--- src/rtl/uart_fifo_bridge.sv ---
// rtl/uart_fifo_bridge.sv - oversampled UART with TX/RX FIFOs behind an nCS/nWR/nRD strobe bus
module uart_fifo_bridge #(
  parameter int CLK_HZ     = 50000000,
  parameter int BAUD       = 9600,
  parameter int DATA_BITS  = 8,
  parameter int PARITY     = 1,
  parameter int STOP_BITS  = 1,
  parameter int FIFO_DEPTH = 16
) (
  input  logic       clk,
  input  logic       nRST,
  input  logic       RxD,
  output logic       TxD,
  input  logic       nCS,
  input  logic       nWR,
  input  logic       nRD,
  input  logic       ADDR,
  input  logic [7:0] WrData,
  output logic [7:0] RdData,
  output logic       RDY,
  output logic       IRQ
);
  localparam int DIV_RAW = CLK_HZ / (BAUD * 16);
  localparam int DIV     = (DIV_RAW < 1) ? 1 : DIV_RAW;
  localparam int CW      = (DIV > 1) ? $clog2(DIV) : 1;
  localparam int AW      = $clog2(FIFO_DEPTH);
  localparam int DW      = DATA_BITS;
  localparam logic [4:0] STOP_LAST = 5'(16 * STOP_BITS - 1);
  localparam logic [2:0] BIT_LAST  = 3'(DATA_BITS - 1);
  localparam logic       ODD       = (PARITY == 1);

  typedef enum logic [2:0] {S_IDLE, S_START, S_DATA, S_PARITY, S_STOP} state_t;

  logic [CW-1:0] div_cnt;
  logic          tick;
  logic          wr_prev, rd_prev, wr_commit, rd_commit, flag_clr;
  logic [AW:0]   tx_wptr, tx_rptr, rx_wptr, rx_rptr;
  logic [DW-1:0] tx_mem [FIFO_DEPTH];
  logic [DW-1:0] rx_mem [FIFO_DEPTH];
  logic [DW-1:0] tx_head, rx_head;
  logic          tx_empty, tx_full, rx_empty, rx_full;
  logic          tx_pop, tx_do_push, rx_pop, rx_do_pop, rx_push, rx_do_push;
  state_t        tx_state, rx_state;
  logic [4:0]    tx_cnt;
  logic [2:0]    tx_bit, rx_bit;
  logic [DW-1:0] tx_shift;
  logic          tx_par, tx_idle;
  logic          rx_s1, rx_s2, rx_wait_high;
  logic [3:0]    rx_cnt;
  logic [7:0]    rx_data;
  logic          rx_sample, pe_set, fe_set, oe_set;
  logic          pe, fe, oe;
  logic [7:0]    status;

  assign tick = (div_cnt == CW'(DIV - 1));

  always_ff @(posedge clk or negedge nRST) begin
    if (!nRST) div_cnt <= '0;
    else       div_cnt <= tick ? '0 : div_cnt + 1'b1;
  end

  assign wr_commit = !nCS && !wr_prev && nWR && !ADDR;
  assign rd_commit = !nCS && !rd_prev && nRD;
  assign flag_clr  = rd_commit && ADDR;

  // Pointer MSB differs and index bits match when full.
  assign tx_empty   = (tx_wptr == tx_rptr);
  assign tx_full    = ((tx_wptr ^ tx_rptr) == {1'b1, {AW{1'b0}}});
  assign rx_empty   = (rx_wptr == rx_rptr);
  assign rx_full    = ((rx_wptr ^ rx_rptr) == {1'b1, {AW{1'b0}}});
  assign tx_head    = tx_mem[tx_rptr[AW-1:0]];
  assign rx_head    = rx_mem[rx_rptr[AW-1:0]];
  assign tx_pop     = tick && !tx_empty &&
                      (tx_state == S_IDLE || (tx_state == S_STOP && tx_cnt == STOP_LAST));
  assign tx_do_push = wr_commit && (!tx_full || tx_pop);
  assign rx_pop     = rd_commit && !ADDR;
  assign rx_do_pop  = rx_pop && !rx_empty;
  assign rx_do_push = rx_push && (!rx_full || rx_do_pop);

  always_ff @(posedge clk or negedge nRST) begin
    if (!nRST) begin
      tx_wptr <= '0;
      tx_rptr <= '0;
      rx_wptr <= '0;
      rx_rptr <= '0;
      for (int i = 0; i < FIFO_DEPTH; i++) begin
        tx_mem[i] <= '0;
        rx_mem[i] <= '0;
      end
    end else begin
      if (tx_do_push) begin
        tx_mem[tx_wptr[AW-1:0]] <= WrData[DW-1:0];
        tx_wptr <= tx_wptr + 1'b1;
      end
      if (tx_pop) tx_rptr <= tx_rptr + 1'b1;
      if (rx_do_push) begin
        rx_mem[rx_wptr[AW-1:0]] <= rx_data[DW-1:0];
        rx_wptr <= rx_wptr + 1'b1;
      end
      if (rx_do_pop) rx_rptr <= rx_rptr + 1'b1;
    end
  end

  assign tx_idle = tx_empty && (tx_state == S_IDLE);

  always_ff @(posedge clk or negedge nRST) begin
    if (!nRST) begin
      tx_state <= S_IDLE;
      TxD      <= 1'b1;
      tx_cnt   <= '0;
      tx_bit   <= '0;
      tx_shift <= '0;
      tx_par   <= 1'b0;
    end else if (tick) begin
      tx_cnt <= tx_cnt + 5'd1;
      if (tx_pop) begin
        tx_shift <= tx_head;
        tx_par   <= (^tx_head) ^ ODD;
        TxD      <= 1'b0;
        tx_cnt   <= '0;
        tx_state <= S_START;
      end else begin
        case (tx_state)
          S_IDLE: TxD <= 1'b1;
          S_START: if (tx_cnt == 5'd15) begin
            tx_cnt   <= '0;
            tx_bit   <= '0;
            TxD      <= tx_shift[0];
            tx_shift <= tx_shift >> 1;
            tx_state <= S_DATA;
          end
          S_DATA: if (tx_cnt == 5'd15) begin
            tx_cnt <= '0;
            if (tx_bit == BIT_LAST) begin
              if (PARITY != 0) begin
                TxD      <= tx_par;
                tx_state <= S_PARITY;
              end else begin
                TxD      <= 1'b1;
                tx_state <= S_STOP;
              end
            end else begin
              tx_bit   <= tx_bit + 3'd1;
              TxD      <= tx_shift[0];
              tx_shift <= tx_shift >> 1;
            end
          end
          S_PARITY: if (tx_cnt == 5'd15) begin
            tx_cnt   <= '0;
            TxD      <= 1'b1;
            tx_state <= S_STOP;
          end
          S_STOP: if (tx_cnt == STOP_LAST) begin
            tx_cnt   <= '0;
            tx_state <= S_IDLE;
          end
          default: tx_state <= S_IDLE;
        endcase
      end
    end
  end

  assign rx_sample = tick && (rx_cnt == 4'd15);
  assign rx_push   = rx_sample && (rx_state == S_STOP) && rx_s2;
  assign fe_set    = rx_sample && (rx_state == S_STOP) && !rx_s2;
  assign pe_set    = rx_sample && (rx_state == S_PARITY) && (rx_s2 != ((^rx_data[DW-1:0]) ^ ODD));
  assign oe_set    = rx_push && !rx_do_push;

  always_ff @(posedge clk or negedge nRST) begin
    if (!nRST) begin
      rx_s1        <= 1'b1;
      rx_s2        <= 1'b1;
      rx_state     <= S_IDLE;
      rx_cnt       <= '0;
      rx_bit       <= '0;
      rx_data      <= '0;
      rx_wait_high <= 1'b0;
    end else begin
      rx_s1 <= RxD;
      rx_s2 <= rx_s1;
      if (tick) begin
        rx_cnt <= rx_cnt + 4'd1;
        case (rx_state)
          S_IDLE: begin
            rx_cnt <= '0;
            if (rx_s2) rx_wait_high <= 1'b0;
            else if (!rx_wait_high) rx_state <= S_START;
          end
          S_START: if (rx_cnt == 4'd7) begin
            rx_cnt   <= '0;
            rx_bit   <= '0;
            rx_state <= rx_s2 ? S_IDLE : S_DATA;
          end
          S_DATA: if (rx_cnt == 4'd15) begin
            rx_data[rx_bit] <= rx_s2;
            if (rx_bit == BIT_LAST) rx_state <= (PARITY != 0) ? S_PARITY : S_STOP;
            else                    rx_bit   <= rx_bit + 3'd1;
          end
          S_PARITY: if (rx_cnt == 4'd15) rx_state <= S_STOP;
          S_STOP: if (rx_cnt == 4'd15) begin
            rx_state <= S_IDLE;
            // A low stop bit may be a break; hold off until the line idles.
            if (!rx_s2) rx_wait_high <= 1'b1;
          end
          default: rx_state <= S_IDLE;
        endcase
      end
    end
  end

  assign status = {pe, fe, oe, rx_full, tx_full, rx_s2, tx_idle, !rx_empty};

  always_ff @(posedge clk or negedge nRST) begin
    if (!nRST) begin
      wr_prev <= 1'b1;
      rd_prev <= 1'b1;
      pe      <= 1'b0;
      fe      <= 1'b0;
      oe      <= 1'b0;
      RdData  <= 8'h00;
      RDY     <= 1'b1;
      IRQ     <= 1'b0;
    end else begin
      wr_prev <= nWR;
      rd_prev <= nRD;
      pe      <= pe_set || (pe && !flag_clr);
      fe      <= fe_set || (fe && !flag_clr);
      oe      <= oe_set || (oe && !flag_clr);
      if (!nCS && !nRD) RdData <= ADDR ? status : (rx_empty ? 8'h00 : 8'(rx_head));
      RDY     <= !(wr_commit || rd_commit);
      IRQ     <= !rx_empty || pe || fe || oe;
    end
  end
endmodule

--- config.mk ---
export PLATFORM = sky130hd
export DESIGN_NAME = uart_fifo_bridge
export DESIGN_NICKNAME = d
export VERILOG_FILES = /design/src/rtl/uart_fifo_bridge.sv
export SDC_FILE = /design/constraint.sdc
export NUM_CORES = 1
export LEC_CHECK = 0
export ABC_CLOCK_PERIOD_IN_PS = 3600
export BUFFER_PORTS_ARGS = -buffer_cell sky130_fd_sc_hd__clkbuf_2
export CORE_MARGIN = 4
export CORE_UTILIZATION = 30
export DETAILED_ROUTE_END_ITERATION = 16
export PLACE_DENSITY = 0.41
export SLEW_MARGIN = 20
export SYNTH_ARGS = -nofsm -noshare
export SYNTH_HDL_FRONTEND = slang
export SYNTH_SLANG_ARGS = --single-unit
--- constraint.sdc ---
create_clock -name clk -period 3.6 [get_ports clk]
set_input_delay 0.36 -clock clk [delete_from_list [all_inputs] [get_ports clk]]
set_output_delay 0.36 -clock clk [all_outputs]
set_load 0.005 [all_outputs]
# After elaboration in Yosys (flattened, before gate mapping)

Cells that the tools add are included.

Flip-flop bits (word level): 342
Input port bits: 15
Output and inout port bits: 11
Logic and storage cells: 254

Add/subtract/negate cells: 9
$lt $le $gt $ge: 8
Eq/ne operators: 39
Mux-type cells: 61
Bitwise logic cells: 9
Reduce and logical (&&, ||, !) cells: 70

Operator list:

| kind                                                       | number |
|---|---|
| bitwise mux 128 bit                                        | 2 |
| two-way mux 8 bit                                          | 12 |
| binary-select mux 8 bit (select 4 bit)                     | 2 |
| demux 8 bit (select 4 bit)                                 | 2 |
| two-way mux 3 bit                                          | 18 |
| one-hot mux 3 bit (5 select lines)                         | 2 |
| logical AND 1 bit                                          | 28 |
| inequality test 2 bit, second input constant               | 14 |
| adder 5 x 1 -> 5 bit, second input constant                | 5 |
| greater-or-equal comparator 5 bit, second input constant   | 4 |
| inverter 4 -> 5 bit                                        | 4 |
| AND reduction 5 bit                                        | 4 |
| one-hot mux 8 bit (2 select lines)                         | 1 |
| XOR reduction 8 bit                                        | 2 |
| two-way mux 5 bit                                          | 3 |
| inequality test 3 bit, second input constant               | 5 |
| logical NOT 1 bit                                          | 13 |
| equality test 3 x 2 -> 1 bit, second input constant        | 4 |
| equality test 3 bit, second input constant                 | 4 |
| one-hot mux 3 bit (2 select lines)                         | 2 |
| equality test 5 bit                                        | 2 |
| equality test 5 bit, second input constant                 | 2 |
| logical OR 1 bit                                           | 10 |
| less-than comparator 5 x 1 -> 1 bit, second input constant | 2 |
| 33 further kinds                                           | 49 |

# Logic depth before layout (Yosys ltp)

Gate-level depths: netlist (run 1).

Word-level depth: 10
Gate-level depth with buffers: 11
Gate-level depth less buffers: 9

# Least setup slack after synthesis (run 1)

No wires, ideal clock.

Path type: register to register
Start: reg tx_rptr[1]
End: reg tx_par
Arrival: 2.287 ns
Slack: 1.237 ns
Stages on the path, launching flop included: 10
Path buffers: 3
Clock period less this slack: 2.363 ns
Cell sequence: dfrtp_1 > buf_6 > buf_4 > buf_4 > mux4_2 > mux2_2 > xnor2_1 > a21oi_1 > xnor3_1 > o21ai_1

Cells in the longest elaborated chain, start to end: 6

Ends and longest elaborated chain:

| what                                                 | RTL line | source |
|---|---|---|
| start, declared                                      | 37       | `logic [AW:0] tx_wptr, tx_rptr, rx_wptr, rx_rptr;` |
| start signal, assigned                               | 95       | `if (tx_pop) tx_rptr <= tx_rptr + 1'b1;` |
| inverter 4 -> 5 bit (not written as such)            | 71       | `assign tx_head = tx_mem[tx_rptr[AW-1:0]];` |
| binary-select mux 8 bit (select 4 bit)               | 71       |  |
| two-way mux 8 bit (not written as such) (2 in a row) | 71       |  |
| XOR reduction 8 bit                                  | 118      | `tx_par <= (^tx_head) ^ ODD;` |
| inverter 1 bit (no line)                             | n/a      |  |
| end signal, assigned                                 | 118      |  |
| end, declared                                        | 47       | `logic tx_par, tx_idle;` |

Several ways; a longest one is shown, not always the timed one. The select of a mux whose other input is x is not followed.
A chain may end at the register's enable or synchronous reset.

# Worst setup path in the final report (run 1)

Start: reg div_cnt[0]
End: reg rx_mem[36] in the netlist's numbering

Cells in the longest elaborated chain, start to end: 5

Ends and longest elaborated chain:

| what                           | RTL line | source |
|---|---|---|
| start, declared                | 34       | `logic [CW-1:0] div_cnt;` |
| start signal, assigned         | 59       | `else div_cnt <= tick ? '0 : div_cnt + 1'b1;` |
| equality test 9 bit            | 55       | `assign tick = (div_cnt == CW'(DIV - 1));` |
| logical AND 1 bit              | 163      | `assign rx_sample = tick && (rx_cnt == 4'd15);` |
| logical AND 1 bit (2 in a row) | 164      | `assign rx_push = rx_sample && (rx_state == S_STOP) && rx_s2;` |
| logical AND 1 bit              | 78       | `assign rx_do_push = rx_push && (!rx_full \|\| rx_do_pop);` |
| end signal, assigned by index  | 97       | `rx_mem[rx_wptr[AW-1:0]] <= rx_data[DW-1:0];` |
| end, declared                  | 39       | `logic [DW-1:0] rx_mem [FIFO_DEPTH];` |

Every way passes these cells.

==> run_results.csv, run 1 <==
group,metric,value,unit
run_status,status,"complete, no violations",
timing,setup_viol,0,
yosys,synth_largest_area_cell,"dfrtp_1",
timing,finalHoldViolCount,0,
die,io_pins,26,
timing,fin_crit,3.18,ns
timing,fin_setup_tns,0,ns
job,max-cap-violations,0,
yosys,ys_ff_latch,342,
clock_network,cts_setup_buffers,0,
clock_network,path_clk_slew,0.06,ns
global_routing,antenna_found_initial,0,
timing,max_slew.worst_pin.slew,0.815,ns
die,die_area,57700,um^2
drt,ant_nets,0,
yosys,synth-edff-count,0,
power_and_ir_drop,power.density,567,nW/um^2
yosys,synth_area_leaders,"dfrtp_1 (52%), mux2_2 (18%), mux4_2 (8.1%)",
yosys,netlist_area,16200,um^2
timing,slew_viol_final,0,
yosys,synthCells,1159,
yosys,synthArstFlopShare,1.00,
cells_and_area,diodes,0,
drt,wl,39.8,mm
clock_network,cts.path.max_buffers,3,
global_routing,grt-ovfl-total,0,
clock_network,ctsHtreeMaxLevel,2,
timing,rsz0062_at_grt,"false",
yosys,syn_avg_cell_area,14.0,um^2
worst_setup_path,crit_type,"reg -> reg",
worst_setup_path,cp.arrival,3.62,ns
global_routing,grt_pass1_vias,9927,
yosys,yosys-mux-area-fraction,0.295,
worst_setup_path,startpoint_type,"flip-flop",
worst_setup_path,cp-end-kind,"flip-flop",
yosys,synth_compound_area_frac,0.0391,
yosys,synth_top_family_by_area,"multiplexers",
timing,max_freq,315,MHz
yosys,seq_area_frac_synth,0.529,
yosys,yosys.area_share.simple,0.0680,
worst_setup_path,worst_ep_required_time,4.04,ns
clock_network,cts_buffers,43,
yosys,synth_common_cells,"dfrtp_1 (336), mux2_2 (263), mux4_2 (58), nand2_1 (57), clkbuf_1 (46)",
drt,drt_iter0_drc,374,
drt,post_drt_wl_per_cell,20.9,um
hold_path,hold_path.class,"in -> reg",
drt,vias,9454,
clock_network,cts_tree,"done",
die,fp.dieW,240,um
yosys,synth_nets,1192,
place,dp_hpwl,25.6,mm
cells_and_area,nets,1221,
die,start_util,0.306,
clock_network,clk_latency,0.58,ns
global_routing,grt_start_max_net_pins,89,
yosys,synth-main-ff-cell,"dfrtp_1",
timing,min_period_over_period,0.883,
yosys,yosys_warnings,0,
place,dp_slack,0.370,ns
die,coreArea,53000,um^2
yosys,synth.top_cell.area_share,0.520,
place,routabilityCongestion,0.716,
worst_setup_path,cp_max_fo,13,
drt,viasPerCell,4.95,
power_and_ir_drop,ir_drop,0.278,mV
yosys,synth_xor_area_frac,0.0295,
global_routing,grt_usage,0.141,
yosys,ys_types,66,
yosys,synthAdderAreaFrac,0.0139,
cells_and_area,drive_above_1_share,0.397,
global_routing,grt_pass1_wl,62.7,mm
clock_network,numClockSinks,342,
cells_and_area,synthToLayoutAreaGrowth,15.0,%
timing,relSlewSlack,0.452,
clock_network,clockRootBuffer,"clkbuf_16",
timing,fin_skew,0.0250,ns
place,io_buffers,25,
drt,post-route-drc-count,0,
yosys,synth_most_common_cell,"dfrtp_1",
drt,first_pass_iters,4,
die,num_rows,84,
power_and_ir_drop,p_leak,8.63,nW
die,die_h,240,um
timing,setup_ws,0.420,ns
[cell families (layout without fill, tap and decap cells)]
family | Yosys count | count (layout)
multiplexers | 360 | 360
adder cells (fa/ha/maj) | 18 | 18
flip-flops | 342 | 342
AO/OA/AOI/OAI | 99 | 99
AND/OR/NAND/NOR | 203 | 203
XOR/XNOR | 53 | 53
buffers and inverters | 84 | 147
[registers in the layout, indices dropped and copies added, names as in the netlist, 4 cells and up]
name / flops
tx_cnt: 5
rx_data: 8
RdData: 8
tx_shift: 8
tx_wptr: 5
tx_rptr: 5
rx_wptr: 5
tx_mem: 128
rx_rptr: 5
rx_cnt: 4
div_cnt: 9
rx_mem: 128
[placed cells by master (no fill, tap or decap), types with 14 or more instances in the layout]
cell	synthesis	layout
xnor2_1	35	35
nor2_1	34	33
nor2b_1	14	14
mux2_2	263	263
mux2i_1	24	24
dfrtp_1	336	334
ha_1	18	18
buf_4	4	28
mux4_2	58	58
o21ai_0	29	29
xor2_1	17	17
nand2_1	57	57
clkbuf_16	0	43
a21oi_1	21	21
clkbuf_2	0	24
nand3_1	20	20
[final cells by class]
class / instances / area, um^2
Sequential cell: 342 / 8570
Inverter: 7 / 26.3
Multi-Input combinational cell: 733 / 7220
Clock buffer: 63 / 1250
Timing Repair Buffer: 61 / 465
Clock inverter: 16 / 218
Fill cell: 5145 / 34400
Tap cell: 688 / 861
[worst max-delay path, stage by stage (launching register included)]
cell     delay, ns
dfrtp_1       0.41
inv_1         0.07
ha_1          0.13
nor2b_1       0.15
nand4_1       0.16
nor2_1        0.22
nand4_1       0.23
nor2_2        0.58
nand3_1       0.63
mux2_2        0.46
[layer usage]
layer | track usage | wire, um | vias up
li1 | - | - | 4310
met1 | 0.204 | 19500 | 4971
met2 | 0.220 | 18200 | 118
met3 | 0.0279 | 1380 | 55
met4 | 0.0341 | 744 | 0
met5 | 0 | 0 | -
[timing repair]
item,4_1_cts,5_1_grt
resized for setup,0,0
setup endpoints to repair,0,0
hold buffers,4,0
hold endpoints to repair,83,0
[final timing paths]
kind	startpoint	to	slack, ns	cells past startpoint
worst max-delay path	div_cnt[0]	rx_mem[36]	0.42	9
worst min-delay path	ADDR	RDY	0.20	4
worst max register to register	div_cnt[0]	rx_mem[36]	0.42	9
worst min register to register	rx_s1	rx_s2	0.36	0
max in group asynchronous	nRST	rx_mem[46]	2.20	3
min in group asynchronous	nRST	rx_wptr[2]	0.36	2
[metrics by stage]
stage                      util  total power, mW  hold WS [ns]  area, um^2  std cells
after floorplan               -             5.64        0.0644       16200       1159
final                     0.351             10.6         0.202       18600       1910
after global routing      0.351             11.1         0.215       18600       1910
after detailed placement  0.323             6.19         0.348       17100       1827
after CTS                 0.351             10.8         0.155       18600       1910
after global placement    0.323             6.17         0.351       17100       1827
[where the power goes]
group	total, mW	internal (mW)	switching [mW]
Clock	4.46	2.72	1.75
Combinational	1.55	0.805	0.744
Sequential	4.54	4.26	0.278
Total	10.6	7.78	2.77
Note: power is estimated with default switching activity, not from simulation.
==> run 2: changes to the inputs <==
--- a/config.mk
+++ b/config.mk
@@ -6,9 +6,10 @@
 export NUM_CORES = 1
 export LEC_CHECK = 0
 export ABC_CLOCK_PERIOD_IN_PS = 3600
-export BUFFER_PORTS_ARGS = -buffer_cell sky130_fd_sc_hd__clkbuf_2
+export BUFFER_PORTS_ARGS = -buffer_cell sky130_fd_sc_hd__buf_2
 export CORE_MARGIN = 4
 export CORE_UTILIZATION = 30
+export CTS_CLUSTER_SIZE = 30
 export DETAILED_ROUTE_END_ITERATION = 16
 export PLACE_DENSITY = 0.41
 export SLEW_MARGIN = 20
==> run_results.csv, run 2 (synthesized netlist as in run 1, its figures left out) <==
group,metric,value,unit
clock_network,numClockSinks,342,
timing,setup_viol,0,
place,dp_hpwl,25.0,mm
worst_setup_path,startpoint_type,"flip-flop",
drt,viasPerCell,4.91,
cells_and_area,layoutNonFillerInstCount,1905,
cells_and_area,stdcell_area,18600,um^2
die,fp.dieW,240,um
die,die_area,57700,um^2
clock_network,cts_setup_buffers,0,
clock_network,post_cts_resized,0,
timing,hold_ws,0.150,ns
timing,max_freq,320,MHz
power_and_ir_drop,total_power,10.5,mW
power_and_ir_drop,p_sw,2.71,mW
cells_and_area,n_fill_cell,5224,
timing,min_period_over_period,0.867,
timing,setup_ws,0.479,ns
die,num_rows,84,
job,max-cap-violations,0,
power_and_ir_drop,p_leak,8.62,nW
timing,finalHoldViolCount,0,
cells_and_area,diodes,0,
hold_path,hold_path.class,"in -> reg",
cells_and_area,postLayoutCoreUtil,0.351,
power_and_ir_drop,pwr-share-comb,0.147,
drt,drt_iter0_drc,363,
power_and_ir_drop,clkPwrFrac,0.421,
global_routing,grt_pass1_wl,61.9,mm
cells_and_area,top_regs,"rx_mem x128, tx_mem x128, div_cnt x9",
global_routing,grt_usage,0.138,
drt,vias,9355,
timing,rsz0062_at_grt,"false",
power_and_ir_drop,power.density,565,nW/um^2
cells_and_area,drive_above_1_share,0.395,
place,dp_cells,1823,
cells_and_area,nets,1217,
drt,ant_nets,0,
power_and_ir_drop,ir_drop,0.281,mV
power_and_ir_drop,pwr-share-seq,0.432,
timing,fin_skew,0.0204,ns
timing,fin_crit,3.12,ns
worst_setup_path,cp.arrival,3.55,ns
place,routabilityCongestion,0.707,
clock_network,clockRootBuffer,"clkbuf_16",
clock_network,cts_buffers,43,
cells_and_area,final_cell_mix,"dfrtp_1 (334), mux2_2 (263), mux4_2 (58), nand2_1 (57), clkbuf_16 (43)",
drt,wl,38.7,mm
run_status,status,"complete, no violations",
worst_setup_path,cp-end-kind,"flip-flop",
worst_setup_path,crit_type,"reg -> reg",
die,coreArea,53000,um^2
die,die_h,240,um
timing,slew_viol_final,0,
timing,relSlewSlack,0.392,
die,io_pins,26,
place,io_buffers,25,
global_routing,grt-ovfl-total,0,
worst_setup_path,cp_max_fo,14,
clock_network,cts.path.max_buffers,3,
cells_and_area,layout_commonest_cell,"dfrtp_1",
place,dp_slack,0.430,ns
power_and_ir_drop,p_sw_frac,0.258,
die,start_util,0.306,
drt,post_drt_wl_per_cell,20.3,um
clock_network,ctsHtreeMaxLevel,2,
place,dpl-instance-area,17100,um^2
clock_network,cts_tree,"done",
global_routing,grt_pass1_vias,10015,
global_routing,antenna_found_initial,0,
timing,max_slew.worst_pin.slew,0.911,ns
global_routing,grt_start_max_net_pins,102,
drt,first_pass_iters,4,
worst_setup_path,worst_ep_required_time,4.03,ns
clock_network,clk_latency,0.55,ns
cells_and_area,synthToLayoutAreaGrowth,14.8,%
timing,fin_setup_tns,0,ns
drt,post-route-drc-count,0,
power_and_ir_drop,p_int,7.80,mW
clock_network,path_clk_slew,0.06,ns
[run 2: cell count changes in the layout (fill, tap and decap cells not counted), sizes merged]
cell	change
clkinv	-3
buf	+20
clkbuf	-19
inv	-2
bufinv	-1
[run 2: cell type report]
cell class / count / area [um^2] / area share
tap: 688 / 861 / 0.0463
timing repair buffer: 57 / 448 / 0.0241
multi-input combinational: 733 / 7220 / 0.388
clock inverter: 10 / 133 / 0.00714
sequential: 342 / 8570 / 0.461
inverter: 7 / 26.3 / 0.00141
clock buffer: 68 / 1330 / 0.0716
[run 2: critical path: stages, from the launching register on]
cell and delay [ns]:
dfrtp_1 0.43, nor4b_2 0.34, nand4_1 0.19, nor2_1 0.22
nand4_1 0.19, nor2_2 0.60, nand3_1 0.58, mux2_2 0.44
[run 2: power groups by stage]
stage	logic, mW	registers [mW]	clock network, mW
6_report	1.55	4.54	4.42
5_1_grt	1.72	4.59	4.76
4_1_cts	1.59	4.54	4.59
3_5_place_dp	1.58	4.61	0
3_3_place_gp	1.57	4.60	0
2_1_floorplan	1.17	4.47	0
[run 2: layer usage]
| metal | share of wire | vias to the layer above | track usage | wire length [um] |
|---|---|---|---|---|
| li1 | - | 4311 | - | - |
| met1 | 0.49 | 4879 | 0.201 | 19100 |
| met2 | 0.45 | 113 | 0.216 | 17500 |
| met3 | 0.034 | 52 | 0.0250 | 1300 |
| met4 | 0.019 | 0 | 0.0322 | 718 |
| met5 | 0 | - | 0 | 0 |
[run 2: timing repair]
item,CTS,global route
hold buffers,4,0
hold endpoints to repair,94,0
endpoints found under the setup margin,0,0
[run 2: final timing paths]
kind,start,endpoint,slack [ns],cells past startpoint
worst max-delay path,div_cnt[4],rx_mem[75],0.48,7
worst max register to register,div_cnt[4],rx_mem[75],0.48,7
worst min-delay path,nCS,RDY,0.15,3
max in group asynchronous,nRST,tx_mem[106],2.11,3
min in group asynchronous,nRST,rx_mem[104],0.43,2
worst min register to register,rx_s1,rx_s2,0.36,0
